$ cat config.mk
export PLATFORM = sky130hd
export DESIGN_NAME = afu_port_flr_seq_flat
export DESIGN_NICKNAME = d
export VERILOG_FILES = /design/src/rtl/afu_port_flr_seq_if.sv /design/src/rtl/afu_port_flr_seq.sv /design/src/flat_wrapper.sv
export SDC_FILE = /design/constraint.sdc
export NUM_CORES = 1
export LEC_CHECK = 0
export CAP_MARGIN = 30
export CORE_UTILIZATION = 47
export DETAILED_ROUTE_END_ITERATION = 12
export GPL_TIMING_DRIVEN = 0
export HOLD_SLACK_MARGIN = 0.06
export MAX_ROUTING_LAYER = met4
export PLACE_DENSITY = 0.69
export SYNTH_ARGS = -nofsm -noshare
export SYNTH_HDL_FRONTEND = slang
export SYNTH_SLANG_ARGS = --single-unit
$ cat constraint.sdc
create_clock -name clk -period 4.7 [get_ports clk]
set_clock_uncertainty 0.1 [all_clocks]
set_input_delay 0.94 -clock clk [delete_from_list [all_inputs] [get_ports clk]]
set_output_delay 0.94 -clock clk [all_outputs]
set_load 0.05 [all_outputs]
$ cat src/rtl/afu_port_flr_seq_if.sv
// FLR request/response and per-port gating/reset bundle between the
// FLR request source, the sequencer and the per-port TX/reset logic.
//
// Handshake semantics:
//   flr_req_*  : a strobe with no ready. Every cycle flr_req_valid is high,
//                flr_req_port is sampled at that clock edge.
//   flr_rsp_*  : a strict valid/ready pair. Once flr_rsp_valid rises, it and
//                flr_rsp_port hold stable until a cycle where flr_rsp_ready is
//                also high. The transfer completes at that clock edge.
interface afu_port_flr_seq_if #(
  parameter int NUM_PORTS = 8,
  parameter int PORT_ID_W = $clog2(NUM_PORTS)
);
  logic                 flr_req_valid;
  logic [PORT_ID_W-1:0] flr_req_port;
  logic                 flr_rsp_valid;
  logic [PORT_ID_W-1:0] flr_rsp_port;
  logic                 flr_rsp_ready;
  logic [NUM_PORTS-1:0] tx_pkt_active;
  logic [NUM_PORTS-1:0] tx_gate;
  logic [NUM_PORTS-1:0] port_rst;

  // Request source / port logic side
  modport master (
    output flr_req_valid, flr_req_port, flr_rsp_ready, tx_pkt_active,
    input  flr_rsp_valid, flr_rsp_port, tx_gate, port_rst
  );

  // Sequencer side
  modport slave (
    input  flr_req_valid, flr_req_port, flr_rsp_ready, tx_pkt_active,
    output flr_rsp_valid, flr_rsp_port, tx_gate, port_rst
  );
endinterface

$ cat src/rtl/afu_port_flr_seq.sv
// Per-port function-level-reset sequencer. Pending FLR requests are
// serviced one port at a time in round-robin order. Each service gates new
// TX packet starts, waits for the in-flight packet to drain (bounded),
// holds the port reset for a fixed time, then reports completion.
module afu_port_flr_seq #(
  parameter int NUM_PORTS       = 8,
  parameter int PORT_ID_W       = $clog2(NUM_PORTS),
  parameter int RST_HOLD_CYCLES = 16,
  parameter int DRAIN_TIMEOUT   = 1024
) (
  input  logic                      clk,
  input  logic                      rst,
  afu_port_flr_seq_if.slave         bus,
  output logic                      busy,
  output logic                      drain_timeout_err,
  output logic                      bad_port_err,
  output logic [1:0]                state_dbg
);

  localparam int MAX_CNT = (DRAIN_TIMEOUT > RST_HOLD_CYCLES) ? DRAIN_TIMEOUT : RST_HOLD_CYCLES;
  localparam int CNT_W   = $clog2(MAX_CNT) + 1;

  typedef enum logic [1:0] {
    IDLE  = 2'd0,
    DRAIN = 2'd1,
    RESET = 2'd2,
    RESP  = 2'd3
  } state_t;

  state_t               state, state_nxt;
  logic [NUM_PORTS-1:0] pending, pending_nxt;
  logic [PORT_ID_W-1:0] rr_ptr, rr_nxt;
  logic [PORT_ID_W-1:0] cur_port, cur_nxt;
  logic [CNT_W-1:0]     cnt, cnt_nxt;
  logic                 rsp_valid;

  logic                 req_ok, req_bad;
  logic                 grant_found;
  logic [PORT_ID_W-1:0] grant_idx;
  int                   arb_idx;
  logic                 timeout_hit;
  logic [NUM_PORTS-1:0] clr_mask, set_mask;

  function automatic logic [NUM_PORTS-1:0] port_mask(input logic [PORT_ID_W-1:0] p);
    port_mask    = '0;
    port_mask[p] = 1'b1;
  endfunction

  // Classify the incoming request as in-range or out-of-range
  always_comb begin
    req_ok  = bus.flr_req_valid && (int'(bus.flr_req_port) < NUM_PORTS);
    req_bad = bus.flr_req_valid && !(int'(bus.flr_req_port) < NUM_PORTS);
  end

  // Round-robin search of pending bits starting at rr_ptr, wrapping to 0
  always_comb begin
    grant_found = 1'b0;
    grant_idx   = '0;
    arb_idx     = 0;
    for (int i = 0; i < NUM_PORTS; i++) begin
      arb_idx = int'(rr_ptr) + i;
      if (arb_idx >= NUM_PORTS) arb_idx = arb_idx - NUM_PORTS;
      if (!grant_found && pending[PORT_ID_W'(arb_idx)]) begin
        grant_found = 1'b1;
        grant_idx   = PORT_ID_W'(arb_idx);
      end
    end
  end

  // Next-state, counter, grant and pending update
  always_comb begin
    state_nxt   = state;
    cnt_nxt     = cnt;
    cur_nxt     = cur_port;
    rr_nxt      = rr_ptr;
    timeout_hit = 1'b0;
    clr_mask    = '0;
    set_mask    = req_ok ? port_mask(bus.flr_req_port) : '0;
    case (state)
      IDLE: begin
        if (grant_found) begin
          clr_mask  = port_mask(grant_idx);
          cur_nxt   = grant_idx;
          cnt_nxt   = '0;
          rr_nxt    = (int'(grant_idx) == NUM_PORTS - 1) ? '0 : grant_idx + 1'b1;
          state_nxt = DRAIN;
        end
      end
      DRAIN: begin
        if (!bus.tx_pkt_active[cur_port]) begin
          state_nxt = RESET;
          cnt_nxt   = '0;
        end else if (cnt == CNT_W'(DRAIN_TIMEOUT - 1)) begin
          timeout_hit = 1'b1;
          state_nxt   = RESET;
          cnt_nxt     = '0;
        end else begin
          cnt_nxt = cnt + 1'b1;
        end
      end
      RESET: begin
        if (cnt == CNT_W'(RST_HOLD_CYCLES - 1)) begin
          state_nxt = RESP;
          cnt_nxt   = '0;
        end else begin
          cnt_nxt = cnt + 1'b1;
        end
      end
      RESP: begin
        if (rsp_valid && bus.flr_rsp_ready) state_nxt = IDLE;
      end
      default: state_nxt = IDLE;
    endcase
    // A new request to the bit being granted this cycle survives the clear
    pending_nxt = (pending & ~clr_mask) | set_mask;
  end

  // State registers and registered per-port outputs derived from next state
  always_ff @(posedge clk or posedge rst) begin
    if (rst) begin
      state             <= IDLE;
      pending           <= '0;
      rr_ptr            <= '0;
      cur_port          <= '0;
      cnt               <= '0;
      rsp_valid         <= 1'b0;
      bus.tx_gate       <= '0;
      bus.port_rst      <= '0;
      drain_timeout_err <= 1'b0;
      bad_port_err      <= 1'b0;
    end else begin
      state             <= state_nxt;
      pending           <= pending_nxt;
      rr_ptr            <= rr_nxt;
      cur_port          <= cur_nxt;
      cnt               <= cnt_nxt;
      rsp_valid         <= (state_nxt == RESP);
      bus.tx_gate       <= (state_nxt != IDLE)  ? port_mask(cur_nxt) : '0;
      bus.port_rst      <= (state_nxt == RESET) ? port_mask(cur_nxt) : '0;
      drain_timeout_err <= timeout_hit;
      bad_port_err      <= req_bad;
    end
  end

  assign bus.flr_rsp_valid = rsp_valid;
  assign bus.flr_rsp_port  = cur_port;
  assign busy              = (state != IDLE) || (pending != '0);
  assign state_dbg         = state;

endmodule

$ cat src/flat_wrapper.sv
// flat-port wrapper written by rule: the top's interface ports become plain ports
module afu_port_flr_seq_flat 
#(
  parameter int NUM_PORTS       = 8,
  parameter int PORT_ID_W       = $clog2(NUM_PORTS),
  parameter int RST_HOLD_CYCLES = 16,
  parameter int DRAIN_TIMEOUT   = 1024
)
  (clk, rst, busy, drain_timeout_err, bad_port_err, state_dbg, bus_flr_req_valid, bus_flr_req_port, bus_flr_rsp_ready, bus_tx_pkt_active, bus_flr_rsp_valid, bus_flr_rsp_port, bus_tx_gate, bus_port_rst);
  afu_port_flr_seq_if #(.NUM_PORTS(NUM_PORTS), .PORT_ID_W(PORT_ID_W)) bus_i ();
  input  logic clk;
  input  logic rst;
  output logic busy;
  output logic drain_timeout_err;
  output logic bad_port_err;
  output logic [1:0] state_dbg;
  input wire logic [$bits(bus_i.flr_req_valid)-1:0] bus_flr_req_valid;
  input wire logic [$bits(bus_i.flr_req_port)-1:0] bus_flr_req_port;
  input wire logic [$bits(bus_i.flr_rsp_ready)-1:0] bus_flr_rsp_ready;
  input wire logic [$bits(bus_i.tx_pkt_active)-1:0] bus_tx_pkt_active;
  output wire logic [$bits(bus_i.flr_rsp_valid)-1:0] bus_flr_rsp_valid;
  output wire logic [$bits(bus_i.flr_rsp_port)-1:0] bus_flr_rsp_port;
  output wire logic [$bits(bus_i.tx_gate)-1:0] bus_tx_gate;
  output wire logic [$bits(bus_i.port_rst)-1:0] bus_port_rst;
  assign bus_i.flr_req_valid = bus_flr_req_valid;
  assign bus_i.flr_req_port = bus_flr_req_port;
  assign bus_i.flr_rsp_ready = bus_flr_rsp_ready;
  assign bus_i.tx_pkt_active = bus_tx_pkt_active;
  assign bus_flr_rsp_valid = bus_i.flr_rsp_valid;
  assign bus_flr_rsp_port = bus_i.flr_rsp_port;
  assign bus_tx_gate = bus_i.tx_gate;
  assign bus_port_rst = bus_i.port_rst;
  afu_port_flr_seq #(.NUM_PORTS(NUM_PORTS), .PORT_ID_W(PORT_ID_W), .RST_HOLD_CYCLES(RST_HOLD_CYCLES), .DRAIN_TIMEOUT(DRAIN_TIMEOUT)) u_core (.clk(clk), .rst(rst), .bus(bus_i), .busy(busy), .drain_timeout_err(drain_timeout_err), .bad_port_err(bad_port_err), .state_dbg(state_dbg));
endmodule
==> out/metrics.cfg <==
[synth]
synth-seq-cells = 45
synth_edf_count = 0
synth_largest_area_cell = dfrtp_1
synthTopCellsByArea = dfrtp_1 (34%), mux4_2 (8.8%), mux2i_1 (5.4%)
synth_ff_type = dfrtp_1
syn_area_um2 = 3320
seq_area_frac_synth_pct = 34.0
synth_async_sr_flop_share_pct = 100
syn_avg_cell_area_um2 = 9.42
synth.distinct_cells = 73
ys.warnings.count = 0
syn_inst = 352
synth_nets = 376
synth_top_area_share_pct = 34.0

[global_route]
grt_use_met3_pct = 4.14
grt_use_met2_pct = 36.4
grt_pass1_vias = 2800
top_usage_layer = met2
antenna_found_initial = 0
grt-ovfl-total = 0
grt_use_total_pct = 24.5
grt_start_max_net_pins = 34
grt_pass1_wl_um = 13900
grt_use_met1_pct = 34.4

[die]
die_area_um2 = 7390
initial_core_util_pct = 48.8
rows = 30
coreArea_um2 = 6790
io_pins = 40
fp.dieW_um = 86.0
die_h_um = 86.0

[worst_setup_path]
critPathBufInv = 5
worstPathCellList = clkbuf_4, clkinvlp_4, ha_2, buf_6, mux2_2, a221oi_2, a22o_1, nand2_1, or4_1, o31ai_4, and2_1, buf_4, inv_2, ha_1, nand2_1, o21ai_0
r2r-start = u_core.rr_ptr[1]
r2r-end = u_core.rr_ptr[1]
crit_path_end_kind = register
rr_worst_depth = 16
crit_top_cell = nand2_1
required_ps = 4770
crit_type = register to register
worst-path-max-fanout = 10
crit_start = u_core.rr_ptr[1]
slowest_delay_ps = 610
slowest_stage = or4_1
cp_top_family = simple AND/OR/NAND/NOR gates
arrival_ps = 4570
r2r_setup_slack_ps = 200
setup.worst_path.end = u_core.rr_ptr[1]
crit_cells = 16
worstSetupStartpointType = register

[routing]
drt_iter0_drc = 273
vias = 2972
ant_nets = 0
drt_wl_total_um = 8360
firstDrtPassIters = 5
drc = 0
routedWlPerCell_um = 16.9
vias_per_cell = 6.00

[clock_network]
cts_setup_buffers = 0
cts_tree = done
cts_buffers = 5
clock_path_buffers = 2
htreeDepth = 2
clkSlewWorstSetupHoldPaths_ps = 90
cts-root-buf = clkbuf_8
holdBufCountCts = 0
cts_sinks = 45
clock_latency_ps = 310

[run]
max_cap_viol_count = 0

[sta]
fmaxAchievable_mhz = 222
tightest_slew_ps = 686
period_minus_slack_ps = 4500
setup_viol_count_final = 0
slew_viol_final = 0
fin_crit_sh_pct = 95.7
grt_setup_unrepaired = false
finalSetupTns_ps = 0
finalHoldViolations = 0
slew_headroom_pct = 53.9

[cells_and_area]
syn2layout_area_growth_pct = 18.9
final_cell_mix = dfrtp_1 (45), nor2_1 (44), clkdlybuf4s50_1 (38)
fillers = 587
final_cells = 495
fin_nets = 422
layout_commonest_cell = dfrtp_1
final_layout_size_suffix_gt1_share_pct = 14.8
antenna_cells = 0

[placed_design]
placedCellCount = 487
io_buffers = 38
hpwl_um = 6180
place.gp.congestion = 0.941

[status]
status = complete, no violations

[min_path]
hold_path.class = register to register

Yosys cell counts, drive strengths merged, types with 5 or more instances:
library cell  instances
a21oi                12
a31oi                 9
and2                 10
buf                  11
clkbuf                7
dfrtp                45
ha                    9
inv                  11
mux2                  5
mux2i                19
mux4                 13
nand2                31
nand2b                8
nor2                 45
nor3                 11
nor4                  6
o21ai                23
o31ai                 5
or2                   5
metrics by stage:
step | setup WS, ps | area (um2) | util [%] | hold slack (ps)
after detailed placement | 108 | 3840 | 56.5 | 401
after floorplan | 733 | 3320 | - | 360
after global routing | 56.4 | 3940 | 58.0 | 434
after CTS | 78.5 | 3930 | 57.9 | 414
final | 201 | 3940 | 58.0 | 407
after global placement | 163 | 3820 | 56.2 | 390
cells by family (layout without fill, tap and decap cells):
logic type                 count (synthesis)  in the layout  synth area share (%)
and+or+nand+nor                          140            140                  21.6
AOI/OAI and AO/OA                         87             87                  19.2
DFF                                       45             45                  34.0
muxes                                     37             37                  16.4
buffers and inverters                     30             77                  4.57
adders and majority gates                  9              9                  3.40
xor gates and xnor gates                   3              3                 0.793
other                                      1              1                 0.113
flip-flops by register name (all words and copies together), names as in the netlist:
name,cells
u_core.bus.flr_rsp_valid,1
u_core.pending,8
u_core.bus.port_rst,8
u_core.bus.flr_rsp_port,3
u_core.cnt,11
u_core.state_dbg,2
u_core.bus.tx_gate,8
u_core.rr_ptr,3
u_core.drain_timeout_err,1
per-layer routing:
metal / wire length, um / part of all wire (%) / vias up
li1: - / - / 1397
met1: 3890 / 46 / 1426
met2: 3760 / 45 / 135
met3: 599 / 7.2 / 14
met4: 114 / 1.4 / 0
met5: 0 / 0 / -
worst min path at each step:
stage	from	end	slack [ps]	cells past startpoint
2_1_floorplan	u_core.cnt[3]	u_core.cnt[3]	360	1
3_3_place_gp	u_core.cnt[3]	u_core.cnt[3]	390	1
3_5_place_dp	u_core.cnt[2]	u_core.cnt[2]	400	1
4_1_cts	u_core.cnt[3]	u_core.cnt[3]	410	1
5_1_grt	u_core.cnt[2]	u_core.cnt[2]	430	1
6_report	u_core.cnt[3]	u_core.cnt[3]	410	1
cell type report:
cell class	instances	area (um2)	share of cell area [%]
Multi-Input combinational cell	277	2040	51.8
Sequential cell	45	1130	28.6
Timing Repair Buffer	39	400	10.2
Tap cell	96	120	3.05
Buffer	18	109	2.76
Clock buffer	5	68.8	1.75
Inverter	12	48.8	1.24
Clock inverter	3	28.8	0.730
repair_timing:
item	4_1_cts	5_1_grt
endpoints found under the hold margin	0	0
setup endpoints to repair	0	2
resized for setup	0	3
Power is not shown: default switching activity piles up to over one toggle a cycle in this logic, so the estimate is an artifact.
